===== src/rtl/period_meter.sv =====
// Measures the number of idle cycles between consecutive pulseIn events,
// with saturation timeout, equal-period "stable" flag and synchronous re-arm.
module period_meter #(
  parameter int WIDTH = 28
) (
  input  logic             clk,
  input  logic             reset,
  input  logic             pulseIn,
  input  logic             clear,
  output logic [WIDTH-1:0] period,
  output logic             valid,
  output logic             stable,
  output logic             timeout
);

  localparam logic [WIDTH-1:0] CNT_MAX = '1;

  typedef enum logic [1:0] {IDLE, MEASURE, TMO} state_t;

  state_t           state, state_nxt;
  logic [WIDTH-1:0] cnt;
  logic             armed;     // a capture has occurred since the last reference
  logic             capture, saturate, load, count;

  // state register
  always_ff @(posedge clk or posedge reset) begin
    if (reset) state <= IDLE;
    else       state <= state_nxt;
  end

  // next-state logic; clear overrides any event
  always_comb begin
    state_nxt = state;
    if (clear) begin
      state_nxt = IDLE;
    end else begin
      case (state)
        IDLE:    if (pulseIn) state_nxt = MEASURE;
        MEASURE: if (!pulseIn && cnt == CNT_MAX) state_nxt = TMO;
        TMO:     if (pulseIn) state_nxt = MEASURE;
        default: state_nxt = IDLE;
      endcase
    end
  end

  // per-cycle action decode
  always_comb begin
    capture  = !clear && state == MEASURE && pulseIn;
    saturate = !clear && state == MEASURE && !pulseIn && cnt == CNT_MAX;
    load     = !clear && state != MEASURE && pulseIn;
    count    = !clear && state == MEASURE && !pulseIn && cnt != CNT_MAX;
  end

  always_ff @(posedge clk or posedge reset) begin
    if (reset) begin
      cnt     <= '0;
      period  <= '0;
      valid   <= 1'b0;
      stable  <= 1'b0;
      timeout <= 1'b0;
      armed   <= 1'b0;
    end else begin
      valid <= capture;
      if (clear) begin
        cnt     <= '0;
        stable  <= 1'b0;
        timeout <= 1'b0;
        armed   <= 1'b0;
      end else if (capture) begin
        period <= cnt;
        cnt    <= '0;
        stable <= armed && (cnt == period);
        armed  <= 1'b1;
      end else if (saturate) begin
        timeout <= 1'b1;
        stable  <= 1'b0;
        armed   <= 1'b0;
      end else if (load) begin
        cnt     <= '0;
        timeout <= 1'b0;
      end else if (count) begin
        cnt <= cnt + 1'b1;
      end
    end
  end

endmodule


===== config.mk =====
export PLATFORM = sky130hd
export DESIGN_NAME = period_meter
export DESIGN_NICKNAME = d
export VERILOG_FILES = /design/src/rtl/period_meter.sv
export SDC_FILE = /design/constraint.sdc
export NUM_CORES = 1
export LEC_CHECK = 0
export ABC_AREA = 1
export BUFFER_PORTS_ARGS = -buffer_cell sky130_fd_sc_hd__buf_2
export CAP_MARGIN = 5
export CORE_ASPECT_RATIO = 1.75
export CORE_MARGIN = 2
export CORE_UTILIZATION = 35
export DETAILED_ROUTE_END_ITERATION = 10
export PLACE_DENSITY_LB_ADDON = 0.05
export SLEW_MARGIN = 20
export SYNTH_ARGS = -nofsm -noshare
export SYNTH_HDL_FRONTEND = slang
export SYNTH_SLANG_ARGS = --single-unit

===== constraint.sdc =====
create_clock -name clk -period 1.9 [get_ports clk]
set_input_delay 0.095 -clock clk [delete_from_list [all_inputs] [get_ports clk]]
set_output_delay 0.095 -clock clk [all_outputs]
set_load 0.005 [all_outputs]

* Word-level counts from Yosys, hierarchy flattened
Cells that the tools add are included.
Widths: inputs -> output; s select.
** Word-level totals
- Logic and storage cells :: 57
- Bits of input ports :: 4
- Output and inout port bits :: 31
- Register bits :: 62
** Operators by class
- Add/sub/neg operators :: 1
- Equal/unequal tests :: 10
- Bitwise gates (word level) :: 1
- Reductions and logical operators :: 20
- Muxes and demuxes :: 18
** Operators by type and width (count)
- $mux 28 :: 5
- $add 28x1->28 const B :: 1
- $eq 28x28->1 :: 1
- $eq 28x28->1 const B :: 1
- $ne 28x28->1 const B :: 1
- $logic_and 1x1->1 :: 9
- $mux 1 :: 9
- $reduce_and 2->1 :: 4
- $mux 2 :: 3
- $ne 3x3->1 const B :: 2
- $reduce_bool 3->1 :: 2
- $pmux 2 s2 :: 1
- $reduce_bool 4->1 :: 1
- $ne 3x1->1 const B :: 1
- $eq 2x1->1 const B :: 1
- $eq 2x2->1 const B :: 1
- $logic_not 1->1 :: 2
- $logic_not 2->1 :: 1
- $ne 2x1->1 const B :: 1
- $ne 2x2->1 const B :: 1
- $reduce_or 2->1 :: 1
- $not 1->1 :: 1

* Longest topological paths before layout
Gate-level depths: netlist (run 1).
- Depth in word-level cells :: 9
- Gate-level depth with buffers :: 12
- Gate-level depth less buffers :: 12

* Least setup slack after synthesis (run 1)
OpenSTA, ideal clock, no wires.
- Kind :: register to register
- From :: register cnt[1]
- To :: register cnt[19]
- Stages on the path, launching flop included :: 13
- Slack :: 0.272 ns
- Buffers on the path :: 1
- Required time :: 1.831 ns
- Clock period less this slack :: 1.628 ns
- Setup time :: 0.069 ns
- Arrival time :: 1.559 ns
- Cells stage by stage :: dfrtp_1 > ha_1 > nand2_2 > nor2_2 > nand2_2 > nor2_4 > nand3_2 > nand2_4 > inv_4 > buf_6 > nand3_1 > nand2_1 > nor2_2
** Between the ends
- Longest elaborated chain between the ends :: 6
- Elaborated cells on any way between the ends :: 13
- Classes of those cells :: 1 x add/sub; 3 x eq/ne; 5 x mux; 4 x reduce/logical
** Ends and longest elaborated chain
- from (decl) :: line 21 : logic [WIDTH-1:0] cnt;
- from (signal assigned) :: line 82 : cnt <= cnt + 1'b1;
- $add 28x1->28 :: line 82
- $mux 28 :: line 81 : end else if (count) begin
- $mux 28 :: line 78 : end else if (load) begin
- $mux 28 :: line 74 : end else if (saturate) begin
- $mux 28 :: line 69 : end else if (capture) begin
- $mux 28 :: line 64 : if (clear) begin
Parallel ways exist; a longest one is shown, timed or not. The select of a mux whose other input is x is not followed.
A chain may end at the register's enable or synchronous reset.

* Worst setup path in the final report (run 1)
- From :: register cnt[1]
- To :: register stable
** Between the ends
- Longest elaborated chain between the ends :: 4
- Elaborated cells on any way between the ends :: 7
- Classes of those cells :: 2 x eq/ne; 2 x mux; 3 x reduce/logical
** Ends and longest elaborated chain
- $eq 28x28->1 :: line 72 : stable <= armed && (cnt == period);
- $logic_and 1x1->1 :: line 72
- $mux 1 :: line 69
- $mux 1 :: line 64
- to (signal assigned) :: line 72
- to (decl) :: line 12 : output logic stable,
Parallel ways exist; a longest one is shown, timed or not.

==> impl_metrics.json, run 1 <==
{
  "htreeDepth": 3,
  "grt_max_degree": 49,
  "hpwlAfterDp_um": 8269,
  "synth-adder-area-share": 0.003584,
  "fmax_mhz": 559.1,
  "die_area_um2": 10820,
  "cellPowerDensity_nw_per_um2": 728.3,
  "p_leak_nw": 2.019,
  "endpoint_kind": "flop",
  "whs_ns": 0.06485,
  "synth_compound_area_frac": 0.09032,
  "ys_seq_area_frac": 0.4444,
  "utilization": 0.4372,
  "pre_cts_ws_ns": 0.03928,
  "drt_first_pass_iters": 4,
  "tns_ns": 0,
  "synth_mux_area_frac": 0,
  "clock_path_buffers": 2,
  "finClkSkew_ns": 0.003797,
  "setup_viol": 0,
  "track_usage": 0.2105,
  "syn_to_final_growth_pct": 22.62,
  "maxSlewViolCount": 0,
  "synth_fp_nets": 485,
  "tightest_slew_ns": 0.5176,
  "tritoncts": "built",
  "cts-buffers-inserted": 9,
  "grt_pass1_wl_um": 16800,
  "die_w_um": 79.50,
  "routed_via_density": 4.878,
  "postPlaceCellArea_um2": 3938,
  "wirelength_um": 10680,
  "core_area_um2": 9789,
  "die_h_um": 136.1,
  "syn_area_per_cell_um2": 7.273,
  "min_period_ns": 1.789,
  "drive_gt1_frac": 0.2033,
  "fp-row-count": 48,
  "grt_overflow": 0,
  "synth_top_family_by_area": "simple AND/OR/NAND/NOR gates",
  "setup_ws_ns": 0.1115,
  "vdd_drop_max_v": 0.0004348,
  "wl_per_cell_um": 15.92,
  "synth_simple_gate_area_frac": 0.3581,
  "hold_viol_final": 0,
  "worst-setup-path-type": "reg2reg",
  "num_vias": 3273,
  "synth_cell_type_count": 33,
  "syn_area_um2": 3491,
  "hp-class": "in2reg",
  "ys_seq_elements": 62,
  "cp_max_fo": 5,
  "start_util": 0.3566,
  "io-pin-count": 35,
  "antenna_found_initial": 0,
  "max_slew_margin": 0.6549,
  "diodes": 0,
  "remaining_drc_errors": 0,
  "ant_nets": 0,
  "critical_path_required_ns": 2.12,
  "gp_congestion": 0.9034,
  "drt_iter0_markers": 176,
  "synth_xor_area_frac": 0.02007,
  "port_buffers": 34,
  "cts_num_sinks": 62,
  "grt_pass1_vias": 3150,
  "yosys_warnings": 0,
  "critPathArrivalTime_ns": 2.01,
  "fin_area_um2": 4280,
  "outcome": "finished clean",
  "clkTransAtPathRegs_ns": 0.05,
  "period_share": 0.9413,
  "root_buffer": "clkbuf_16",
  "final_nets": 547,
  "clk_latency_ns": 0.33,
  "cap_violations": 0,
  "postSynthCellCount": 480,
  "critPathLaunchType": "flop"
}
where the power goes:
part | switching [mW] | total (mW) | internal (mW)
registers | 0.0123 | 1.35 | 1.34
logic | 0.162 | 0.233 | 0.0712
clock network | 0.593 | 1.53 | 0.938
total | 0.768 | 3.12 | 2.35
worst paths after layout:
path / startpoint / end / slack [ns] / cells after the start
worst max-delay path: cnt[1] / stable / 0.11 / 13
worst min-delay path: pulseIn / state[0] / 0.06 / 3
worst max register to register: cnt[1] / stable / 0.11 / 13
worst min register to register: stable / stable / 0.51 / 2
max in group asynchronous: reset / cnt[26] / 1.09 / 4
min in group asynchronous: reset / valid / 0.37 / 4
through the flow:
step / cells / total power [mW]
after detailed placement: 651 / 1.602
final: 671 / 3.117
after floorplan: 480 / 1.522
after global routing: 671 / 3.237
after CTS: 667 / 3.147
after global placement: 651 / 1.600
Yosys cell counts:
master     count  share of area
nand2_1      137           0.15
dfrtp_1       62           0.44
nor2_1        59          0.063
inv_1         51          0.055
o21ai_0       25          0.036
nand4_1       20          0.036
o21ai_1       19          0.027
nand3_1       18          0.026
nor3_1        17          0.024
nor2_2         8          0.014
nand3_2        7          0.020
buf_2          6         0.0086
o22ai_1        6          0.011
xor2_1         6          0.015
a21oi_1        5         0.0072
clkbuf_1       5         0.0054
inv_2          4         0.0043
nand2_2        4         0.0072
clkinv_1       3         0.0032
nor2_4         2         0.0065
o2111ai_1      2         0.0050
or2_2          2         0.0036
xnor2_1        2         0.0050
a211oi_1       1         0.0022
and3_1         1         0.0018
buf_4          1         0.0022
buf_6          1         0.0032
ha_1           1         0.0036
inv_4          1         0.0018
nand2_4        1         0.0032
nor3_2         1         0.0029
nor4_1         1         0.0018
o21a_1         1         0.0022
layout make-up:
cell class | instances | area [µm²]
Multi-Input combinational cell | 347 | 1679
Clock buffer | 11 | 252.7
Tap cell | 125 | 156.4
Fill cell | 1014 | 5509
Clock inverter | 4 | 22.52
Timing Repair Buffer | 63 | 394.1
Inverter | 59 | 224.0
Sequential cell | 62 | 1551
critical path: stages, from the launching register on:
cell and delay (ns):
dfrtp_1 0.35, ha_2 0.20, nand2_2 0.09, nor2_4 0.17, nand2_4 0.08, nor2_4 0.12, nand3_4 0.13, buf_6 0.16
inv_1 0.04, nand2_1 0.07, nand2_1 0.09, inv_1 0.06, nand3_1 0.06, nand2_1 0.05
logic make-up (layout without fill, tap and decap cells):
logic type	Yosys count	in the layout
xor gates and xnor gates	8	8
and+or+nand+nor	278	279
DFF	62	62
AOI/OAI and AO/OA	59	59
buffers and inverters	72	137
adders and majority gates	1	1
layer usage:
layer	track usage	wire length (µm)
met3	0.03453	349
met4	0.09483	368
met2	0.3618	5568
met5	0	0
met1	0.2540	4393
state kept, by name, summed over array words and instances (netlist names):
| register | count |
|---|---|
| armed | 1 |
| cnt | 28 |
| period | 28 |
| stable | 1 |
| state | 2 |
| timeout | 1 |
| valid | 1 |
timing repair:
action / in CTS / in global routing
hold buffers: 1 / 0
buffers inserted: 0 / 3
gates resized for setup: 0 / 6
hold endpoints to repair: 62 / 0
setup endpoints to repair: 0 / 23
cell usage in the layout, fill, tap and decap left out, types with 7 or more instances in the layout:
master,n
nand2_1,137
dfrtp_1,62
nor2_1,59
inv_1,50
buf_2,34
buf_4,27
o21ai_0,25
nand4_1,20
o21ai_1,19
nand3_1,18
nor3_1,16
clkbuf_16,9
nor2_2,7
(Power assumes the default switching activity.)
==> inputs of run 2 (changes only) <==
==> constraint.sdc (replaced) <==
create_clock -name clk -period 2.15 [get_ports clk]
set_input_delay 0.1075 -clock clk [delete_from_list [all_inputs] [get_ports clk]]
set_output_delay 0.1075 -clock clk [all_outputs]
set_load 0.005 [all_outputs]
==> run 2 against run 1 <==
Compared with the run above: sequential power shrank 11%; flip-flop and latch count unchanged; critical path depth shrank 1; maximum frequency shrank 8.8%; die area is the same; setup slack better by 0.077 ns; clock-buffer cell count up 1; non-clock buffer count shrank 19; critical path type unchanged.
==> impl_metrics.json, run 2 (same netlist as run 1, synthesis figures left out) <==
{
  "start_util": 0.3566,
  "highest_layer": "met4",
  "num_vias": 3195,
  "min_period_ns": 1.962,
  "cp_max_fo": 18,
  "clk_latency_ns": 0.34,
  "clkTransAtPathRegs_ns": 0.05,
  "tightest_slew_ns": 0.5459,
  "vdd_drop_max_v": 0.0003641,
  "fin_area_um2": 4156,
  "hp-class": "in2reg",
  "port_buffers": 34,
  "htreeDepth": 3,
  "worst-setup-path-type": "reg2reg",
  "post_cts_resized": 0,
  "clock_path_buffers": 2,
  "grt_max_degree": 41,
  "ant_nets": 0,
  "grt_overflow": 0,
  "endpoint_kind": "flop",
  "power_mw": 2.947,
  "syn_to_final_growth_pct": 19.07,
  "max_slew_margin": 0.6356,
  "reg_top3": "cnt (28), period (28), state (2)",
  "critPathArrivalTime_ns": 2.17,
  "core_area_um2": 9789,
  "drt_iter0_markers": 170,
  "final_nets": 527,
  "p_leak_nw": 1.928,
  "outcome": "finished clean",
  "fp-row-count": 48,
  "diodes": 0,
  "wirelength_um": 10400,
  "drive_gt1_frac": 0.1670,
  "critPathLaunchType": "flop",
  "cts-buffers-inserted": 9,
  "rsz0062_at_grt": "yes",
  "whs_ns": 0.06608,
  "remaining_drc_errors": 0,
  "maxSlewViolCount": 0,
  "setup_viol": 0,
  "tritoncts": "built",
  "cts_num_sinks": 62,
  "track_usage": 0.2098,
  "root_buffer": "clkbuf_16",
  "grt_pass1_wl_um": 16680,
  "cts_setup_buffers": 0,
  "die_area_um2": 10820,
  "drt_first_pass_iters": 4,
  "mostFrequentLayoutCells": "137 x nand2_1, 62 x dfrtp_1, 59 x nor2_1",
  "wl_met2_um": 5427,
  "period_share": 0.9126,
  "final_common_cell": "nand2_1",
  "critical_path_required_ns": 2.36,
  "cap_violations": 0,
  "gp_congestion": 0.8874,
  "wl_per_cell_um": 15.96,
  "die_h_um": 136.1,
  "die_w_um": 79.50,
  "wl_met3_um": 323,
  "antenna_found_initial": 0,
  "wl_met1_um": 4324,
  "routed_via_density": 4.900,
  "hold_viol_final": 0,
  "instances_no_fill": 652,
  "dp_cells": 635,
  "io-pin-count": 35,
  "postPlaceCellArea_um2": 3830,
  "fmax_mhz": 509.7,
  "cellPowerDensity_nw_per_um2": 709.1,
  "hpwlAfterDp_um": 8089,
  "finClkSkew_ns": 0.006096,
  "grt_pass1_vias": 3117
}
## run 2: worst max-delay path, cell delays in order, from the launching register on
cell     delay (ns)
dfrtp_1        0.40
ha_1           0.23
nand2_2        0.09
nor2_2         0.18
nand2_2        0.12
nor2_4         0.14
nand3_2        0.10
nand2_4        0.21
inv_4          0.14
nand2_1        0.08
nand2_1        0.04
nand2_1        0.06
nor2_1         0.04
## run 2: what timing repair did
item,4_1_cts,5_1_grt
endpoints found under the hold margin,22,0
setup endpoints to repair,0,1
hold buffers,1,0
## run 2: metrics by stage
stage,utilization,setup slack [ns],TNS (ns)
2_1_floorplan,-,0.5011,0
3_3_place_gp,0.3912,0.2509,0
4_1_cts,0.4246,0.1662,0
5_1_grt,0.4246,-0.009658,-0.009658
6_report,0.4246,0.1880,0
3_5_place_dp,0.3912,0.1932,0
## run 2: area by class of cell
cell class	count	area, µm²
clock inverters	4	70.07
multi-input cells	346	1648
inverters	59	224.0
flip-flops and latches	62	1551
fillers	1041	5633
well taps	125	156.4
clock buffers	12	246.5
repair buffers	44	260.3
## run 2: worst paths after layout
path | startpoint | end | slack, ns | cells past startpoint
setup reg to reg | cnt[1] | cnt[6] | 0.19 | 12
max in group asynchronous | reset | cnt[10] | 1.16 | 4
setup / recovery | cnt[1] | cnt[6] | 0.19 | 12
min in group asynchronous | reset | period[1] | 0.37 | 3
hold reg to reg | timeout | timeout | 0.51 | 2
hold / removal | pulseIn | state[0] | 0.07 | 3
## run 2: routing by layer
metal / up-vias / track usage
met4: 0 / 0.09674
met5: - / 0
met1: 1481 / 0.2445
met2: 69 / 0.3623
li1: 1630 / -
met3: 15 / 0.04449
## run 2: power by group
part           total (mW)  switching (mW)  internal [mW]
clock network        1.56           0.519           1.04
registers            1.20          0.0123           1.18
logic               0.190           0.138         0.0514
